--- config.mk ---
export PLATFORM = sky130hd
export DESIGN_NAME = regfile_wb_arbiter
export DESIGN_NICKNAME = d
export VERILOG_FILES = /design/src/rtl/regfile_wb_arbiter_pkg.sv /design/src/rtl/regfile_wb_arbiter_hold_slot.sv /design/src/rtl/regfile_wb_arbiter.sv
export SDC_FILE = /design/constraint.sdc
export NUM_CORES = 1
export LEC_CHECK = 0
export CAP_MARGIN = 20
export CORE_MARGIN = 3
export CORE_UTILIZATION = 48
export DETAILED_ROUTE_END_ITERATION = 8
export GPL_TIMING_DRIVEN = 0
export MAX_ROUTING_LAYER = met4
export PLACE_DENSITY = 0.84
export SLEW_MARGIN = 30
export SYNTH_ARGS = -nofsm -noshare
export SYNTH_HDL_FRONTEND = slang
export SYNTH_SLANG_ARGS = --single-unit
export TNS_END_PERCENT = 10
--- constraint.sdc ---
create_clock -name clock -period 1.7 [get_ports clock]
set_clock_uncertainty 0.1 [all_clocks]
set_input_delay 0.34 -clock clock [delete_from_list [all_inputs] [get_ports clock]]
set_output_delay 0.34 -clock clock [all_outputs]
set_load 0.01 [all_outputs]
--- src/rtl/regfile_wb_arbiter_pkg.sv ---
// Shared types and defaults for the register-bank writeback arbiter.
package regfile_wb_arbiter_pkg;

    localparam int unsigned DEF_ADDR_W = 4;
    localparam int unsigned DEF_DATA_W = 32;
    localparam int unsigned DEF_DEPTH  = 16;

    typedef enum logic {
        ST_INIT = 1'b0,
        ST_RUN  = 1'b1
    } state_t;

    typedef struct packed {
        logic [DEF_ADDR_W-1:0] addr;
        logic [DEF_DATA_W-1:0] data;
    } wb_req_t;

endpackage

--- src/rtl/regfile_wb_arbiter_hold_slot.sv ---
// One-entry writeback holding register with a valid/ready input handshake.
module wb_hold_slot #(
    parameter int unsigned W = 36
) (
    input  logic         clock,
    input  logic         reset_n,
    input  logic         run_next,
    input  logic         in_valid,
    output logic         in_ready,
    input  logic [W-1:0] in_payload,
    input  logic         clear,
    output logic         full,
    output logic [W-1:0] payload
);

    logic accept;
    logic full_next;

    always_comb begin
        accept    = in_valid && in_ready;
        full_next = accept || (full && !clear);
    end

    // ready is registered from the next-cycle occupancy so it never depends on in_valid
    always_ff @(posedge clock or negedge reset_n) begin
        if (!reset_n) begin
            full     <= 1'b0;
            in_ready <= 1'b0;
            payload  <= '0;
        end else begin
            full     <= full_next;
            in_ready <= run_next && !full_next;
            if (accept)
                payload <= in_payload;
        end
    end

endmodule

--- src/rtl/regfile_wb_arbiter.sv ---
// Round-robin merge of two writeback sources onto one register-bank write port.
// Define REGFILE_WB_ARBITER_SCRUB_EN to zero the whole bank after reset before RUN.
module regfile_wb_arbiter
    import regfile_wb_arbiter_pkg::*;
#(
    parameter int unsigned ADDR_W = DEF_ADDR_W,
    parameter int unsigned DATA_W = DEF_DATA_W,
    parameter int unsigned DEPTH  = DEF_DEPTH
) (
    input  logic              clock,
    input  logic              reset_n,
    input  logic              a_valid,
    output logic              a_ready,
    input  logic [ADDR_W-1:0] a_addr,
    input  logic [DATA_W-1:0] a_data,
    input  logic              b_valid,
    output logic              b_ready,
    input  logic [ADDR_W-1:0] b_addr,
    input  logic [DATA_W-1:0] b_data,
    output logic              we,
    output logic [ADDR_W-1:0] write_addr,
    output logic [DATA_W-1:0] write_data,
    output logic              init_done
);

    localparam int unsigned W = ADDR_W + DATA_W;

    if (DEPTH > (1 << ADDR_W)) begin : g_depth_chk
        $error("DEPTH exceeds the address space");
    end

    state_t       state;
    logic         run_next;
    logic         rr_b;
    logic         a_full, b_full;
    logic         grant_a, grant_b;
    logic [W-1:0] a_hold, b_hold;

`ifdef REGFILE_WB_ARBITER_SCRUB_EN
    localparam int unsigned IDX_W = $clog2(DEPTH + 1);
    logic [IDX_W-1:0] scrub_idx;
`endif

    always_comb begin
        run_next = (state == ST_RUN);
`ifdef REGFILE_WB_ARBITER_SCRUB_EN
        if (state == ST_INIT && scrub_idx == IDX_W'(DEPTH))
            run_next = 1'b1;
`endif
        grant_a = (state == ST_RUN) && a_full && (!b_full || !rr_b);
        grant_b = (state == ST_RUN) && b_full && (!a_full || rr_b);
    end

    wb_hold_slot #(.W(W)) u_hold_a (
        .clock      (clock),
        .reset_n    (reset_n),
        .run_next   (run_next),
        .in_valid   (a_valid),
        .in_ready   (a_ready),
        .in_payload ({a_addr, a_data}),
        .clear      (grant_a),
        .full       (a_full),
        .payload    (a_hold)
    );

    wb_hold_slot #(.W(W)) u_hold_b (
        .clock      (clock),
        .reset_n    (reset_n),
        .run_next   (run_next),
        .in_valid   (b_valid),
        .in_ready   (b_ready),
        .in_payload ({b_addr, b_data}),
        .clear      (grant_b),
        .full       (b_full),
        .payload    (b_hold)
    );

    always_ff @(posedge clock or negedge reset_n) begin
        if (!reset_n) begin
            we         <= 1'b0;
            write_addr <= '0;
            write_data <= '0;
            rr_b       <= 1'b0;
`ifdef REGFILE_WB_ARBITER_SCRUB_EN
            state      <= ST_INIT;
            scrub_idx  <= '0;
`else
            state      <= ST_RUN;
`endif
        end else begin
            case (state)
                ST_INIT: begin
`ifdef REGFILE_WB_ARBITER_SCRUB_EN
                    // index runs one past the last register so RUN is entered with we low
                    if (scrub_idx == IDX_W'(DEPTH)) begin
                        state <= ST_RUN;
                        we    <= 1'b0;
                    end else begin
                        we         <= 1'b1;
                        write_addr <= ADDR_W'(scrub_idx);
                        write_data <= '0;
                        scrub_idx  <= scrub_idx + 1'b1;
                    end
`else
                    state <= ST_RUN;
                    we    <= 1'b0;
`endif
                end
                default: begin
                    we <= grant_a || grant_b;
                    if (grant_a) begin
                        write_addr <= a_hold[DATA_W +: ADDR_W];
                        write_data <= a_hold[DATA_W-1:0];
                    end else if (grant_b) begin
                        write_addr <= b_hold[DATA_W +: ADDR_W];
                        write_data <= b_hold[DATA_W-1:0];
                    end
                    if (a_full && b_full)
                        rr_b <= !rr_b;
                end
            endcase
        end
    end

    assign init_done = (state == ST_RUN);

endmodule

# [Yosys cells after proc, flatten, opt, wreduce, memory -nomap -nowiden]
# Index checks and enable logic that the tools add are counted.
[word_totals] output_inout_bits=40 reg_bits=114 word_cells=34 in_bits=76
[classes] n_reduce_logical=20 muxes=4
[op_table] operator="32-bit 2-to-1 mux" count=2
[op_table] operator="4-bit 2-to-1 mux" count=2
[op_table] operator="1-bit logical AND" count=7
[op_table] operator="1-bit zero test" count=7
[op_table] operator="1-bit logical OR" count=5
[op_table] operator="2-bit nonzero test" count=1

# [Logic depth before layout (Yosys ltp)]
[logic_depth] ltp_word=7 depth_mapped=6 ltp_nobuf=3

# [Hierarchy]
# From an unflattened synthesis, not the netlist that was laid out.
[unflattened] cells_unflattened=379 area_unflattened_um2=5261.3
[modules_own_cells] mod="wb_hold_slot" area_each_um2=1485.2 seq_area_each_um2=950.9 cells_each=82 n_inst=2
[modules_own_cells] mod="regfile_wb_arbiter" area_each_um2=2290.9 seq_area_each_um2=950.9 cells_each=215 n_inst=1

# [Worst setup path after synthesis]
# OpenSTA, ideal clock, no wires.
[synth_timing] path_type="register to register" startpoint="register u_hold_a.in_ready" endpoint="register u_hold_a.payload[1]" setup_slack_ns=0.246 t_arrival_ns=1.230 period_less_slack_ns=1.454 path_buffers=1 setup_ns=0.125 stages_incl_launch_ff=4 required_ns=1.475 path_cell_list="dfrtp_1 nand2_1 buf_2 mux2_2"
[synth_between] elab_chain_cells=1
[synth_rtl] item="start, declared" line="regfile_wb_arbiter_hold_slot.sv:9" source="output logic in_ready,"
[synth_rtl] item="start signal, assigned" line="regfile_wb_arbiter_hold_slot.sv:32" source="in_ready <= run_next && !full_next;"
[synth_rtl] item="1-bit logical AND" line="regfile_wb_arbiter_hold_slot.sv:20" source="accept = in_valid && in_ready;"
[synth_rtl] item="end signal, assigned" line="regfile_wb_arbiter_hold_slot.sv:34" source="payload <= in_payload;"
[synth_rtl] item="end, declared" line="regfile_wb_arbiter_hold_slot.sv:13" source="output logic [W-1:0] payload"
# Every way passes these cells.
# A chain may end at the register's enable or synchronous reset.

# [Worst setup path after layout]
[layout_timing] startpoint="register write_data[27]" endpoint="output port write_data[27]"
[layout_lines] item="start, declared" line="regfile_wb_arbiter.sv:22" source="output logic [DATA_W-1:0] write_data,"
[layout_lines] item="start signal, assigned" line="regfile_wb_arbiter.sv:113" source="write_data <= a_hold[DATA_W-1:0];"
[layout_lines] item="start signal, assigned" line="regfile_wb_arbiter.sv:116" source="write_data <= b_hold[DATA_W-1:0];"
# No word-level cell between the ends.

==> impl_metrics.toml <==
[detailed_routing]
vias = 2969
finalWirelength_mm = 10.1
remaining_drc_errors = 0
drt_iter0_markers = 77
vias_per_cell = 5.38
ant_nets = 0
routedWlPerCell_um = 18.3
first_pass_iters = 6

[floorplanning]
num_rows = 34
design.die.area_sq_um = 10500
die_h_um = 103
ios = 116
core_area_sq_um = 8890
start_util_pct = 50.4
die_w_um = 103

[final_layout]
regArea_sq_um = 2850
final.fill_count = 620
stdcell_area_sq_um = 6430
nets = 507
final_cells = 552
n_antenna_cell = 0
drive_gt1_share_pct = 22.5
utilization_pct = 72.3
area_growth_pct = 43.3
multi_input_area_sq_um = 1490

[clock_network]
ctsLongestPathBuffers = 2
cts_made_buffers = 17
cts.clk_slew.worst_paths_ns = 0.06
htree_levels = 4
clock_latency_ns = 0.50
cts.sinks = 114
root_buffer = "clkbuf_8"
post_cts_buffers = 0
cts_tree = "done"

[global_routing]
antenna_found_initial = 0
grt_max_degree = 66
grt_overflow_total = 0
grt.total_usage_pct = 21.4
grt_pass1_vias = 3252
grt_pass1_wl_mm = 16.6

[synthesis]
yosysUniqueCellTypes = 21
yosys.area.top_type = "dfrtp_1"
syn_nets = 372
synthCells = 296
ys_seq_elements = 114
yosysWarningCount = 0
avgSynthCellArea_sq_um = 15.1
ys_top_cells_by_area = "dfrtp_1 (64%), mux2_2 (11%), mux2_1 (7.0%)"
synth_top_area_share_pct = 63.6
ys_seq_area_share_pct = 63.6
syn_area_sq_um = 4480

[worst_setup_path]
critPathRequiredTime_ns = 1.26
crit_family = "flip-flops"
worstPathArrival_ns = 1.19
start_kind = "flip-flop"
end_kind = "primary output"
worstSetupPathType = "reg -> out"
worst_path_max_delay_cell = "dfrtp_1"
critPathMaxStageDelay_ns = 0.40
crit_buf_inv = 1
crit_path_max_fanout = 2
path_cells = "dlygate4sd2_1"

[power]
clkPwrFrac_pct = 34.9
power_frac_seq_pct = 37.5
swShare_pct = 27.7
p_switching_mw = 3.14
power.leakage_nw = 2.70
comb_power_share_pct = 27.6
p_int_mw = 8.21
powerDensity_nw_per_um2 = 1770
ir_worst_vdd_mv = 0.954

[status]
outcome = "completed"

[sta]
setup_slack_ns = 0.0716
rsz0062_at_grt = "no"
fmax_mhz = 614
period_share_pct = 95.8
hold_viol_final = 0
setup_viol = 0
drv_slew = 0
whs_ns = 0.255
fin_crit_ns = 1.63

[hold_path]
hp-class = "in -> async"

[place]
dpl_cell_area_sq_um = 5790
pre_cts_slack_ns = -0.409
dp.cells = 519
port_buffers = 114
hpwl_mm = 6.89
gp_congestion = 0.768

[job]
cap_violations = 0
## layer usage
| layer | part of all wire (%) | GRT usage (%) | up-vias | routed length (um) |
|---|---|---|---|---|
| met5 | 0 | - | - | 0 |
| met4 | 0.72 | 5.55 | 0 | 73 |
| met3 | 6.0 | 5.48 | 8 | 606 |
| met2 | 51 | 35.4 | 101 | 5130 |
| met1 | 43 | 26.5 | 1502 | 4310 |
| li1 | - | - | 1358 | - |
## worst paths after layout
kind,slack (ns),endpoint,cells past startpoint,startpoint
hold reg to reg,0.38,write_data[4],1,u_hold_b.payload[4]
max in group asynchronous,0.58,u_hold_b.payload[1],3,reset_n
setup reg to reg,0.14,write_data[6],6,u_hold_b.full
setup / recovery,0.07,write_data[27],1,write_data[27]
min in group clock,0.33,u_hold_a.payload[23],2,a_data[23]
hold / removal,0.25,u_hold_b.payload[33],2,reset_n
## through the flow
| stage | TNS [ns] | total power, mW |
|---|---|---|
| final | 0 | 11.3 |
| after global routing | 0 | 12.0 |
| after CTS | 0 | 11.5 |
| after detailed placement | -22.83 | 7.76 |
| after global placement | -474.53 | 7.58 |
| after floorplan | 0 | 6.10 |
## cell type report
class                      count  area share (%)
clock buffer                  19            6.87
sequential                   114            44.4
multi-input combinational    160            23.2
tap                          108            2.10
inverter                       3           0.175
clock inverter                13            3.58
buffer                        19            2.10
timing repair buffer         116            17.6
## power by group through the flow
stage | Clock, mW | Combinational [mW] | Sequential [mW]
2_1_floorplan | 0 | 1.72 | 4.38
4_1_cts | 4.02 | 3.19 | 4.26
3_5_place_dp | 0 | 3.46 | 4.30
6_report | 3.96 | 3.13 | 4.26
3_3_place_gp | 0 | 3.33 | 4.25
5_1_grt | 4.15 | 3.43 | 4.38
## cells in the mapped netlist, drive strengths merged
cell   number
a21bo       1
a21oi       4
and2        1
buf        19
conb        1
dfrtp     114
inv         3
mux2       72
mux2i       4
nand2       4
nand3       1
o21a       33
o21ai       1
o22a       32
o22ai       4
or2         1
xnor2       1
## sequential cells by signal (all words and copies together), names as in the netlist
name               count
write_addr             4
write_data            32
u_hold_a.payload      36
u_hold_b.in_ready      1
u_hold_a.in_ready      1
rr_b                   1
u_hold_b.payload      36
u_hold_a.full          1
u_hold_b.full          1
we                     1
## layout by cell type, fill, tap and decap left out, types with 2 or more instances in the layout
cell,count
mux2_2,44
clkbuf_8,3
inv_1,2
o21a_1,33
buf_2,12
o22ai_1,4
buf_6,7
bufinv_16,6
mux2i_1,4
dfrtp_1,114
clkinv_2,2
a21oi_1,4
clkbuf_16,16
nand2_2,2
nand2_1,2
o22a_1,32
clkinvlp_4,3
clkdlybuf4s50_1,74
mux2_1,28
dlygate4sd2_1,39
## worst register-to-register path, cell delays in order (launching register included)
cell,delay [ns]
dfrtp_1,0.37
buf_6,0.14
a21bo_1,0.18
buf_6,0.14
buf_2,0.20
o22a_1,0.21
o21a_1,0.11
## cell families after synthesis
kind of cell | share of synthesized area [%]
and+or+nand+nor | 0.726
buffers and inverters | 3.27
DFF | 63.6
muxes | 19.0
AOI/OAI and AO/OA | 13.1
other | 0.0836
xor gates and xnor gates | 0.195
## what timing repair did
action                     in CTS  in global routing
gates resized for setup        41                  0
setup endpoints to repair      73                  0
hold buffers                    1                  0
hold endpoints to repair       49                  0
Note: power is estimated with default switching activity, not from simulation.
